`src/rtl/tdc_pkg.sv`:
```
// Shared types and constants for the TDC measurement framer feeding the Uart.
package tdc_pkg;

  typedef enum logic [2:0] {
    IDLE,
    SYNC,
    STAT,
    DATA,
    CHK
  } tdc_tx_state_t;

  localparam int unsigned FRAME_OVERHEAD    = 3;
  localparam logic [7:0]  SYNC_BYTE_DEFAULT = 8'hA5;

endpackage

```
`src/rtl/tdc_frame_tx.sv`:
```
// Frames TDC measurements as SYNC, STATUS, data bytes (LSB first), CHK and streams
// them to the Uart byte handshake, with one pending slot so the TDC core is not stalled.
module tdc_frame_tx
  import tdc_pkg::*;
#(
  parameter int unsigned DATA_W    = 24,
  parameter logic [7:0]  SYNC_BYTE = SYNC_BYTE_DEFAULT
) (
  input  logic              clk,
  input  logic              rst,
  input  logic              meas_valid,
  output logic              meas_ready,
  input  logic [DATA_W-1:0] meas_data,
  input  logic              meas_ovf,
  output logic              axi_valid,
  input  logic              axi_ready,
  output logic [7:0]        axi_data
);

  localparam int unsigned     NBYTES   = DATA_W / 8;
  localparam int unsigned     IDX_W    = (NBYTES > 1) ? $clog2(NBYTES) : 1;
  localparam logic [IDX_W-1:0] LAST_IDX = IDX_W'(NBYTES - 1);

  tdc_tx_state_t     state, nxt_state;
  logic [IDX_W-1:0]  byte_idx, nxt_idx;
  logic [6:0]        seq, nxt_seq;
  logic [7:0]        frame_status, nxt_status;
  logic [DATA_W-1:0] active_data, nxt_active_data;
  logic              active_ovf, nxt_active_ovf;
  logic [DATA_W-1:0] pend_data, nxt_pend_data;
  logic              pend_ovf, nxt_pend_ovf;
  logic              pend_full, nxt_pend_full;
  logic              meas_hs;
  logic [7:0]        data_bytes [NBYTES];
  logic [7:0]        chk;
  logic [7:0]        nxt_byte;

  assign meas_ready = !pend_full;
  assign meas_hs    = meas_valid && !pend_full;

  always_comb begin
    chk = frame_status;
    for (int unsigned i = 0; i < NBYTES; i++) begin
      data_bytes[i] = active_data[i*8 +: 8];
      chk           = chk ^ data_bytes[i];
    end
  end

  always_comb begin
    nxt_state       = state;
    nxt_idx         = byte_idx;
    nxt_seq         = seq;
    nxt_status      = frame_status;
    nxt_active_data = active_data;
    nxt_active_ovf  = active_ovf;
    nxt_pend_data   = pend_data;
    nxt_pend_ovf    = pend_ovf;
    nxt_pend_full   = pend_full;

    unique case (state)
      IDLE: begin
        if (meas_hs) begin
          nxt_active_data = meas_data;
          nxt_active_ovf  = meas_ovf;
          nxt_state       = SYNC;
        end
      end
      SYNC: begin
        if (axi_ready) begin
          // STATUS and CHK use the pre-increment seq, so latch it here
          nxt_status = {seq, active_ovf};
          nxt_seq    = seq + 7'd1;
          nxt_state  = STAT;
        end
      end
      STAT: begin
        if (axi_ready) begin
          nxt_idx   = '0;
          nxt_state = DATA;
        end
      end
      DATA: begin
        if (axi_ready) begin
          if (byte_idx == LAST_IDX) nxt_state = CHK;
          else                      nxt_idx   = byte_idx + 1'b1;
        end
      end
      CHK: begin
        if (axi_ready) begin
          if (pend_full) begin
            nxt_active_data = pend_data;
            nxt_active_ovf  = pend_ovf;
            nxt_pend_full   = 1'b0;
            nxt_state       = SYNC;
          end else if (meas_hs) begin
            nxt_active_data = meas_data;
            nxt_active_ovf  = meas_ovf;
            nxt_state       = SYNC;
          end else begin
            nxt_state = IDLE;
          end
        end
      end
      default: nxt_state = IDLE;
    endcase

    // A word arriving on the CHK-accept edge bypasses pending straight into active
    if (meas_hs && state != IDLE && !(state == CHK && axi_ready)) begin
      nxt_pend_data = meas_data;
      nxt_pend_ovf  = meas_ovf;
      nxt_pend_full = 1'b1;
    end
  end

  always_comb begin
    nxt_byte = '0;
    unique case (nxt_state)
      SYNC:    nxt_byte = SYNC_BYTE;
      STAT:    nxt_byte = nxt_status;
      DATA:    nxt_byte = data_bytes[nxt_idx];
      CHK:     nxt_byte = chk;
      default: nxt_byte = '0;
    endcase
  end

  always_ff @(posedge clk or negedge rst) begin
    if (!rst) begin
      state        <= IDLE;
      byte_idx     <= '0;
      seq          <= '0;
      frame_status <= '0;
      active_data  <= '0;
      active_ovf   <= 1'b0;
      pend_data    <= '0;
      pend_ovf     <= 1'b0;
      pend_full    <= 1'b0;
      axi_valid    <= 1'b0;
      axi_data     <= '0;
    end else begin
      state        <= nxt_state;
      byte_idx     <= nxt_idx;
      seq          <= nxt_seq;
      frame_status <= nxt_status;
      active_data  <= nxt_active_data;
      active_ovf   <= nxt_active_ovf;
      pend_data    <= nxt_pend_data;
      pend_ovf     <= nxt_pend_ovf;
      pend_full    <= nxt_pend_full;
      axi_valid    <= (nxt_state != IDLE);
      // Hold the presented byte while the Uart stalls
      if (!axi_valid || axi_ready) axi_data <= nxt_byte;
    end
  end

endmodule

```
`config.mk`:
```
export PLATFORM = sky130hd
export DESIGN_NAME = tdc_frame_tx
export DESIGN_NICKNAME = d
export VERILOG_FILES = /design/src/rtl/tdc_pkg.sv /design/src/rtl/tdc_frame_tx.sv
export SDC_FILE = /design/constraint.sdc
export NUM_CORES = 1
export LEC_CHECK = 0
export BUFFER_PORTS_ARGS = -buffer_cell sky130_fd_sc_hd__buf_2
export CORE_AREA = 4 4 99 110
export DETAILED_ROUTE_END_ITERATION = 10
export DIE_AREA = 0 0 103 114
export PLACE_DENSITY_LB_ADDON = 0.15
export RECOVER_POWER = 50
export SYNTH_ARGS = -nofsm -noshare
export SYNTH_HDL_FRONTEND = slang
export SYNTH_SLANG_ARGS = --single-unit
```
`constraint.sdc`:
```
create_clock -name clk -period 5.75 [get_ports clk]
set_input_delay 0 -clock clk [delete_from_list [all_inputs] [get_ports clk]]
set_output_delay 0 -clock clk [all_outputs]
set_load 0.1 [all_outputs]
```
==> impl_metrics.env <==
export IMPL_worstMarginPinSlew_ns=1.35
export IMPL_inserted_clock_buffers=9
export IMPL_post_synthesis_cell_count=361
export IMPL_gp_congestion=0.776
export IMPL_finalSetupViolations=0
export IMPL_cts_tree="built"
export IMPL_min_delay_path_depth=4
export IMPL_post_dp_hpwl_um=6480
export IMPL_startpoint_type="register"
export IMPL_postSynth_topFlopCell="sky130_fd_sc_hd__dfrtp_1"
export IMPL_netlist_area_leader_share=0.495
export IMPL_ys_top_cells_by_area="sky130_fd_sc_hd__dfrtp_1 (50%), sky130_fd_sc_hd__mux2_2 (8.4%), sky130_fd_sc_hd__o22ai_1 (4.5%)"
export IMPL_std_cell_rows=38
export IMPL_nets=451
export IMPL_timing_rr_start="state[2]$_DFF_PN0_"
export IMPL_post_route_cells_drive_above_1_share=0.219
export IMPL_r2r_end="pend_data[0]$_DFFE_PN0P_"
export IMPL_synth_edff_count=0
export IMPL_vdd_ir_drop_max_v=0.000199
export IMPL_cts_htree_levels=3
export IMPL_run_status="finished, final reports clean"
export IMPL_grt_first_pass_wirelength_um=16000
export IMPL_period_share=0.474
export IMPL_pwr_density_cell_nw_per_um2=485
export IMPL_report_final_hold_viol_count=0
export IMPL_nFillCells=948
export IMPL_r2r_setup_slack_ns=3.02
export IMPL_synthMostInstantiatedCell="sky130_fd_sc_hd__dfrtp_1"
export IMPL_ys_warn_count=0
export IMPL_final_max_slew_violation_count=0
export IMPL_dieArea_sq_um=11700
export IMPL_setup_tns_ns=0
export IMPL_num_io_pins=39
export IMPL_finalHoldWorstSlack_ns=0.103
export IMPL_route_detailed_drc=0
export IMPL_max_clock_path_buffers=2
export IMPL_hp_class="primary input to register"
export IMPL_crit_required_ns=5.99
export IMPL_sequential_area_share_after_synthesis=0.495
export IMPL_min_to="seq[1]$_DFFE_PN0P_"
export IMPL_synth_fp_nets=393
export IMPL_grt_remaining_overflow=0
export IMPL_vias_per_std_cell=5.38
export IMPL_worstPathMaxFanout=26
export IMPL_wire_per_inst_um=17.7
export IMPL_number_of_sinks_driven_by_the_clock_tree=80
export IMPL_route_vias_total=2926
export IMPL_dieWidth_um=103
export IMPL_post_cts_resized=0
export IMPL_fmax_mhz=367
export IMPL_max_slew_margin=0.0991
export IMPL_maxCapViolCount=0
export IMPL_drt_first_iter_violations=164
export IMPL_path_clk_slew_ns=0.08
export IMPL_post_synth_cell_area_avg_sq_um=11.2
export IMPL_setup_worst_path_end_class="register"
export IMPL_initial_core_util=0.413
export IMPL_power_leakage_nw=2.25
export IMPL_first_global_vias=3036
export IMPL_buffer_ports_inserted=38
export IMPL_timing_reg2reg_worst_path_depth=4
export IMPL_proportion_of_synthesized_flip_flops_having_asynchronous_set_or_reset=1.00
export IMPL_synth_cell_area_sq_um=4040
export IMPL_cp_data_arrival_time_ns=2.97
export IMPL_core_area_sq_um=9790
export IMPL_grt_setup_unrepaired="no"
export IMPL_area_growth_pct=17.6
export IMPL_fin_skew_ns=0.00587
export IMPL_number_of_antenna_violations_at_the_first_check_in_global_routing=0
export IMPL_clk_insertion_delay_late_ns=0.35
export IMPL_diodes=0
export IMPL_min_from="axi_ready"
export IMPL_clock_root_buffer="sky130_fd_sc_hd__clkbuf_8"
export IMPL_drtPass1Iterations=4
export IMPL_die_h_um=114
export IMPL_synth_top_cell_by_area="sky130_fd_sc_hd__dfrtp_1"
export IMPL_global_route_usage_total=0.178
export IMPL_post_synth_most_frequent_cells="sky130_fd_sc_hd__dfrtp_1 (80), sky130_fd_sc_hd__mux2_2 (30), sky130_fd_sc_hd__nor2_1 (29), sky130_fd_sc_hd__o22ai_1 (29), sky130_fd_sc_hd__a21oi_1 (26)"
export IMPL_yosys_register_bits=80
export IMPL_yosysUniqueCellTypes=55
export IMPL_detail_route_wirelength_um=9620
export IMPL_final_min_clock_period_ns=2.73
export IMPL_grt_max_degree=81
export IMPL_drtAntennaViolNets=0
export IMPL_worstSetupPathType="register to register"
## logic make-up after synthesis
group	count (synthesis)	share of synthesized area
buffers and inverters	31	0.0399
AOI/OAI and AO/OA	93	0.165
adders and majority gates	3	0.00928
xor gates and xnor gates	25	0.0541
muxes	42	0.116
DFF	80	0.495
and+or+nand+nor	87	0.121
## layout by cell type, fill, tap and decap left out, types with 3 or more instances in the layout
cell type                       count
sky130_fd_sc_hd__inv_1             11
sky130_fd_sc_hd__clkbuf_1          11
sky130_fd_sc_hd__clkbuf_8          12
sky130_fd_sc_hd__nor2_1            29
sky130_fd_sc_hd__dfrtp_1           80
sky130_fd_sc_hd__o22ai_1           29
sky130_fd_sc_hd__mux2_2            30
sky130_fd_sc_hd__o32a_1             5
sky130_fd_sc_hd__or2_2              3
sky130_fd_sc_hd__xor2_1            10
sky130_fd_sc_hd__a22oi_1            4
sky130_fd_sc_hd__nand3_1            6
sky130_fd_sc_hd__a21oi_1           26
sky130_fd_sc_hd__ha_1               3
sky130_fd_sc_hd__buf_2             28
sky130_fd_sc_hd__o21ai_0            4
sky130_fd_sc_hd__nor2b_1            5
sky130_fd_sc_hd__o311ai_0           4
sky130_fd_sc_hd__dlygate4sd3_1     27
sky130_fd_sc_hd__nand2_1           17
sky130_fd_sc_hd__a221o_1            4
sky130_fd_sc_hd__xnor2_1           15
sky130_fd_sc_hd__and2_1             7
sky130_fd_sc_hd__mux2i_1           10
sky130_fd_sc_hd__nor3_1             4
## routing by layer
| layer | vias to the layer above | part of all wire | GRT usage |
|---|---|---|---|
| met5 | - | 0 | 0 |
| met4 | 0 | 0.020 | 0.0665 |
| met3 | 15 | 0.043 | 0.0343 |
| met2 | 62 | 0.47 | 0.275 |
| met1 | 1428 | 0.46 | 0.248 |
| li1 | 1421 | - | - |
## worst max-delay path by stage
stage / slack, ns / start / to
after floorplan: 3.35 / pend_full$_DFFE_PN0P_ / pend_data[0]$_DFFE_PN0P_
after global placement: 3.11 / state[2]$_DFF_PN0_ / pend_data[20]$_DFFE_PN0P_
after detailed placement: 3.00 / state[2]$_DFF_PN0_ / pend_data[8]$_DFFE_PN0P_
after CTS: 3.00 / state[2]$_DFF_PN0_ / pend_data[13]$_DFFE_PN0P_
after global routing: 2.84 / state[2]$_DFF_PN0_ / pend_data[18]$_DFFE_PN0P_
final: 3.02 / state[2]$_DFF_PN0_ / pend_data[0]$_DFFE_PN0P_
## worst max-delay path, cell delays in order, from the launching register on
cell	delay (ns)
sky130_fd_sc_hd__dfrtp_1	0.57
sky130_fd_sc_hd__nor2b_2	0.35
sky130_fd_sc_hd__nor2_4	0.18
sky130_fd_sc_hd__nor2_2	1.05
sky130_fd_sc_hd__mux2_2	0.43
## sequential cells by signal, indices dropped and copies added, names as in the netlist
signal,count
byte_idx,2
active_ovf,1
pend_ovf,1
active_data,24
frame_status,8
seq,7
axi_valid,1
pend_full,1
axi_data,8
pend_data,24
state,3
## area by class of cell
class / count / area (sq um) / share of cell area
repair buffers: 66 / 459 / 0.0965
well taps: 120 / 150 / 0.0316
clock buffers: 14 / 173 / 0.0363
clock inverters: 2 / 60.1 / 0.0126
multi-input cells: 250 / 1870 / 0.393
flip-flops and latches: 80 / 2000 / 0.421
inverters: 12 / 45.0 / 0.00947
## through the flow
stage / total power [W] / setup slack (ns) / std cells / utilization / cell area [sq um]
4_1_cts: 0.00234 / 3.00 / 544 / 0.488 / 4780
2_1_floorplan: 0.00163 / 3.35 / 361 / - / 4040
3_5_place_dp: 0.00184 / 3.00 / 501 / 0.437 / 4280
5_1_grt: 0.00246 / 2.84 / 544 / 0.486 / 4760
6_report: 0.00231 / 3.02 / 544 / 0.486 / 4760
3_3_place_gp: 0.00182 / 3.11 / 501 / 0.437 / 4280
## report_power, final
group          switching (W)  internal, W
clock               0.000199     0.000281
sequential          0.000168     0.000732
combinational       0.000561     0.000367
total               0.000927      0.00138
## timing repair
action / 4_1_cts / 5_1_grt
buffers inserted: 0 / 0
hold buffers: 27 / 0
hold endpoints to repair: 120 / 0
(Power assumes the default switching activity.)
